--- src/rtl/regfile_pkg.sv ---
// Shared defaults, address-width helper and word/address types for the GPR file and its busy scoreboard.
package regfile_pkg;

  localparam int WORD_LEN_DEF  = 16;
  localparam int REG_COUNT_DEF = 8;

  // Minimum one address bit so a degenerate depth still yields a legal port width.
  function automatic int addr_w(input int count);
    return (count > 1) ? $clog2(count) : 1;
  endfunction

  typedef logic [addr_w(REG_COUNT_DEF)-1:0] reg_addr_t;
  typedef logic [WORD_LEN_DEF-1:0]          reg_word_t;

endpackage

--- src/rtl/regfile_busy_table.sv ---
// Per-register busy bits: issue sets, write-back clears, sticky flag for write-backs to idle registers.
// issue_ready is combinational from busy state; REGFILE_WB_BYPASS_EN lets an issue chain onto a same-cycle write-back.
module regfile_busy_table
  import regfile_pkg::*;
#(
  parameter int REG_COUNT = REG_COUNT_DEF,
  parameter int ZERO_REG  = 1,
  parameter int ADDR_W    = addr_w(REG_COUNT)
) (
  input  logic                 clk,
  input  logic                 rst_n,
  input  logic                 issue_valid,
  input  logic [ADDR_W-1:0]    issue_dst,
  input  logic                 wb_valid,
  input  logic [ADDR_W-1:0]    wb_addr,
  output logic                 issue_ready,
  output logic [REG_COUNT-1:0] busy_vec,
  output logic                 err_wb_idle
);

  logic                 issue_zero;
  logic                 wb_zero;
  logic                 wb_hit_issue;
  logic [REG_COUNT-1:0] busy_nxt;

  assign issue_zero = (ZERO_REG != 0) && (issue_dst == '0);
  assign wb_zero    = (ZERO_REG != 0) && (wb_addr == '0);

`ifdef REGFILE_WB_BYPASS_EN
  assign wb_hit_issue = wb_valid && !wb_zero && (wb_addr == issue_dst);
`else
  assign wb_hit_issue = 1'b0;
`endif

  assign issue_ready = issue_zero | wb_hit_issue | ~busy_vec[issue_dst];

  // Set is applied after clear so a same-cycle issue to an idle register wins.
  always_comb begin
    busy_nxt = busy_vec;
    if (wb_valid && !wb_zero) begin
      busy_nxt[wb_addr] = 1'b0;
    end
    if (issue_valid && issue_ready && !issue_zero) begin
      busy_nxt[issue_dst] = 1'b1;
    end
  end

  always_ff @(posedge clk or negedge rst_n) begin
    if (!rst_n) begin
      busy_vec    <= '0;
      err_wb_idle <= 1'b0;
    end else begin
      busy_vec <= busy_nxt;
      if (wb_valid && !wb_zero && !busy_vec[wb_addr]) begin
        err_wb_idle <= 1'b1;
      end
    end
  end

endmodule

--- src/rtl/regfile_scoreboard.sv ---
// GPR file with N_RD combinational read ports, one write-back port and a busy scoreboard (REGFILE_WB_BYPASS_EN: wb-to-read bypass).
// Reads are zero-latency, writes visible next cycle; decode stalls on issue_ready=0 until the destination retires.
module regfile_scoreboard
  import regfile_pkg::*;
#(
  parameter int WORD_LEN  = WORD_LEN_DEF,
  parameter int REG_COUNT = REG_COUNT_DEF,
  parameter int N_RD      = 2,
  parameter int ZERO_REG  = 1,
  parameter int ADDR_W    = addr_w(REG_COUNT)
) (
  input  logic                       clk,
  input  logic                       rst_n,
  input  logic [N_RD*ADDR_W-1:0]     rd_addr,
  output logic [N_RD*WORD_LEN-1:0]   rd_data,
  output logic [N_RD-1:0]            rd_ready,
  input  logic                       issue_valid,
  input  logic [ADDR_W-1:0]          issue_dst,
  output logic                       issue_ready,
  input  logic                       wb_valid,
  input  logic [ADDR_W-1:0]          wb_addr,
  input  logic [WORD_LEN-1:0]        wb_data,
  output logic [REG_COUNT-1:0]       busy_vec,
  output logic                       err_wb_idle
);

  logic [WORD_LEN-1:0] regs [REG_COUNT];
  logic                wb_zero;

  assign wb_zero = (ZERO_REG != 0) && (wb_addr == '0);

  always_ff @(posedge clk or negedge rst_n) begin
    if (!rst_n) begin
      for (int i = 0; i < REG_COUNT; i++) begin
        regs[i] <= '0;
      end
    end else if (wb_valid && !wb_zero) begin
      regs[wb_addr] <= wb_data;
    end
  end

  regfile_busy_table #(
    .REG_COUNT (REG_COUNT),
    .ZERO_REG  (ZERO_REG),
    .ADDR_W    (ADDR_W)
  ) u_busy (
    .clk         (clk),
    .rst_n       (rst_n),
    .issue_valid (issue_valid),
    .issue_dst   (issue_dst),
    .wb_valid    (wb_valid),
    .wb_addr     (wb_addr),
    .issue_ready (issue_ready),
    .busy_vec    (busy_vec),
    .err_wb_idle (err_wb_idle)
  );

  for (genvar k = 0; k < N_RD; k++) begin : g_rd
    logic [ADDR_W-1:0] addr;
    logic              is_zero;
    logic              byp;

    assign addr    = rd_addr[k*ADDR_W +: ADDR_W];
    assign is_zero = (ZERO_REG != 0) && (addr == '0);

`ifdef REGFILE_WB_BYPASS_EN
    assign byp = wb_valid && !is_zero && (wb_addr == addr);
`else
    assign byp = 1'b0;
`endif

    // Zero register masks storage; bypass forwards the retiring value ahead of the array update.
    assign rd_data[k*WORD_LEN +: WORD_LEN] = is_zero ? '0 : (byp ? wb_data : regs[addr]);
    assign rd_ready[k] = is_zero | byp | ~busy_vec[addr];
  end

endmodule

--- config.mk ---
export PLATFORM = sky130hd
export DESIGN_NAME = regfile_scoreboard
export DESIGN_NICKNAME = d
export VERILOG_FILES = /design/src/rtl/regfile_pkg.sv /design/src/rtl/regfile_busy_table.sv /design/src/rtl/regfile_scoreboard.sv
export SDC_FILE = /design/constraint.sdc
export NUM_CORES = 1
export LEC_CHECK = 0
export ABC_AREA = 1
export ABC_CLOCK_PERIOD_IN_PS = 3300
export BUFFER_PORTS_ARGS = -buffer_cell sky130_fd_sc_hd__buf_4
export CAP_MARGIN = 5
export CELL_PAD_IN_SITES_DETAIL_PLACEMENT = 0
export CELL_PAD_IN_SITES_GLOBAL_PLACEMENT = 1
export CORE_ASPECT_RATIO = 1.75
export CORE_MARGIN = 2
export CORE_UTILIZATION = 45
export CTS_CLUSTER_SIZE = 40
export DETAILED_ROUTE_END_ITERATION = 10
export PLACE_DENSITY = 0.89
export SLEW_MARGIN = 20
export SYNTH_ARGS = -nofsm -noshare
export SYNTH_HDL_FRONTEND = slang
export SYNTH_SLANG_ARGS = --single-unit
--- constraint.sdc ---
create_clock -name clk -period 3.3 [get_ports clk]
set_clock_uncertainty 0.05 [all_clocks]
set_input_delay 0.165 -clock clk [delete_from_list [all_inputs] [get_ports clk]]
set_output_delay 0.165 -clock clk [all_outputs]
set_load 0.01 [all_outputs]
==> summary.md <==
| Metric | Value |
|---|---|
| Wire per inst | 16.6 um |
| Period utilization | 66.0% |
| Worst Setup SP | rd_addr[0] |
| Die H | 177 um |
| Hold Path Class | input port to flop |
| Crit path DAT | 1.96 ns |
| Reg area | 3430 um2 |
| Core Footprint | 16800 um2 |
| Leading area contributor after synthesis | dfrtp_1 |
| Rows | 63 |
| Crit-path cells | buf_4 -> buf_4 -> o21ai_0 -> o21ai_0 -> nand2_1 -> nand2_1 -> buf_4 |
| Max FO, Critical Path | 61 |
| Initial DRC count | 545 |
| Area post-placement | 8150 um2 |
| Final TNS setup | 0 ns |
| # IOs | 76 |
| FF-to-FF End | u_busy.busy_vec[4]$_DFF_PN0_ |
| P_leak | 4.37 nW |
| Post-detail-place hpwl | 13400 um |
| Vias in the first global route | 6972 |
| Worst R2R Start | u_busy.busy_vec[5]$_DFF_PN0_ |
| Slew @ Worst Pin | 1.09 ns |
| Largest family of logic cells by synthesized area | compound AO/OA/AOI/OAI gates |
| Layout net count | 1137 |
| Die ar. | 18100 um2 |
| P per Cell Area | 588 nW/um2 |
| M2 GR Usage | 43.2% |
| Slowest stage delay, CP | 0.57 ns |
| CTS clock-pin slew for the worst setup and hold paths | 0.06 ns |
| Count of different cell masters after synthesis | 24 |
| IO buf count | 75 |
| Met3 track demand over resource | 4.11% |
| Commonest non-fill, non-tap cell in the layout | nand2_1 |
| Synth Area in Compound Gates | 24.2% |
| Initial antenna violation count | 0 |
| Mapped cell area | 7670 um2 |
| Die X | 103 um |
| Top Usage Layer GRT | met2 |
| Maximum vdd drop | 359 uV |
| Layout cells sized above 1 | 11.7% |
| Clock Sinks | 137 |
| CP Class | input port to primary output |
| Drt first pass iters | 6 |
| Hold path endpoint | u_busy.busy_vec[1]$_DFF_PN0_ |
| Hold path cells | 4 |
| CTS Buffer Depth | 2 |
| Worst R2R Setup Slack | 1.99 ns |
| First-pass GRT wire length | 36200 um |
| Gr ovfl total | 0 |
| Clk root buf | clkbuf_16 |
| Synthesized area per cell | 7.14 um2 |
| Required time worst endpoint | 3.08 ns |
| Starting Density | 45.7% |
| YS warnings | 0 |
| Net count after synthesis | 1105 |
| Peak Freq | 459 MHz |
| Register-to-Register Path Depth | 7 |
| Setup ws final | 1.12 ns |
| H-tree depth | 4 |
| Synthesized flop and latch total | 137 |
| CTS tree | yes |
| Final setup fails | 0 |
| Crit end category | primary output |
| Mux share of post-synthesis cell area | 0% |
| Final hold vios | 0 |
| Crit start category | input port |
| CTS Buf Count | 17 |
| Pin count of the biggest net entering global routing | 80 |
| GP Congestion | 0.804 |
| Cell mode on critical path | buf_4 |
| Cell area after layout | 8940 um2 |
| Register area share after synthesis | 44.7% |
| DP Worst Slack | 1.16 ns |
| Gate Count Post-Synth | 1073 |
| Cell count after placement | 1296 |
| RSZ-0062 raised after global routing | false |
| # diodes | 0 |
| Via-per-instance ratio | 5.37 |
| Met1 global-route usage | 33.9% |
| Post-CTS Resized | 0 |
| Post-Synth XOR/XNOR Area | 0% |
| Relative slew slack | 27.2% |
| Simple-gate share of the synthesized area | 20.5% |
| Max Cap Viol | 0 |
| Min Clock Period, post-route | 2.18 ns |
| # fillers | 1706 |
| Post-synth top area share | 44.7% |
| Gr usage total | 26.0% |
| Max-slew violation count | 0 |
| Multi-input gate area | 3420 um2 |
| Detailed Route WL | 22300 um |
| Total power | 5.26 mW |
| Area delta synth->final | 16.7% |
| Vias | 7225 |
| Final Non-Filler Cells | 1345 |
| Status | complete, no violations |
| Synth top area cells | dfrtp_1, nand2_1, o21ai_0, nor2_1, o21ai_1 |
| Adder-cell share of the synthesized area | 0% |
| HP Start | issue_dst[1] |
| Slowest cell on crit path | buf_4 |
| Clk_lat worst skew | 0.42 ns |
| Antenna Violating Nets Remaining | 0 |
| Most frequent cells in the layout | nand2_1, o21ai_0, dfrtp_1 |
| DRC | 0 |
[logic make-up after synthesis]
kind of cell	count (synthesis)
buffers and inverters	180
and+or+nand+nor	402
DFF	137
AOI/OAI and AO/OA	354
[stage by stage]
stage | hold slack, ns | util, %
floorplan | -0.181 | -
global placement | 0.120 | 48.6
detailed placement | 0.120 | 48.6
CTS | 0.0261 | 53.3
global route | 0.0471 | 53.3
finish | 0.0369 | 53.3
[Yosys cell counts (all sizes together)]
library cell and number:
inv 88, clkbuf 39, o22ai 1, nand3 30, nand2 259, nor2 112
o211ai 26, dfrtp 137, a21boi 1, o21ai 257, nand4 1, a21oi 69
buf 53
[metal layers]
metal	part of all wire (%)	vias up	wire, um
met2	51	195	11300
met4	1.9	0	434
li1	-	3560	-
met5	0	-	0
met3	4.7	30	1050
met1	43	3440	9530
[where the power goes]
group	internal [mW]	total (mW)	switching [mW]	leakage [nW]
Sequential	1.96	2.16	0.195	1.73
Combinational	0.438	1.09	0.650	2.35
Clock	1.23	2.01	0.788	0.295
[worst max-delay path: cells and delay by family]
family | cells | cell delay (ns)
compound gates | 2 | 0.53
simple gates | 2 | 0.18
buf+inv | 3 | 1.06
[registers in the layout, indices dropped and copies added (netlist names)]
name / cells
regs: 128
u_busy.busy_vec: 8
u_busy.err_wb_idle: 1
[timing repair]
action,4_1_cts,5_1_grt
endpoints found under the hold margin,74,0
setup endpoints to repair,0,0
setup buffers,0,0
hold buffers,17,0
[layout make-up]
class / count / share of cell area, %
clock buffers: 18 / 4.91
clock inverters: 14 / 2.04
inverters: 88 / 3.69
multi-input cells: 756 / 38.2
flip-flops and latches: 137 / 38.3
well taps: 227 / 3.18
repair buffers: 105 / 9.61
[worst max-delay path by stage]
| stage | endpoint | slack, ns |
|---|---|---|
| global placement | rd_data[13] | 1.17 |
| CTS | rd_data[13] | 1.15 |
| finish | rd_data[12] | 1.12 |
| global route | rd_data[13] | 0.94 |
| floorplan | issue_ready | 2.06 |
| detailed placement | rd_data[13] | 1.16 |
Power figures use the tool's default switching activity.
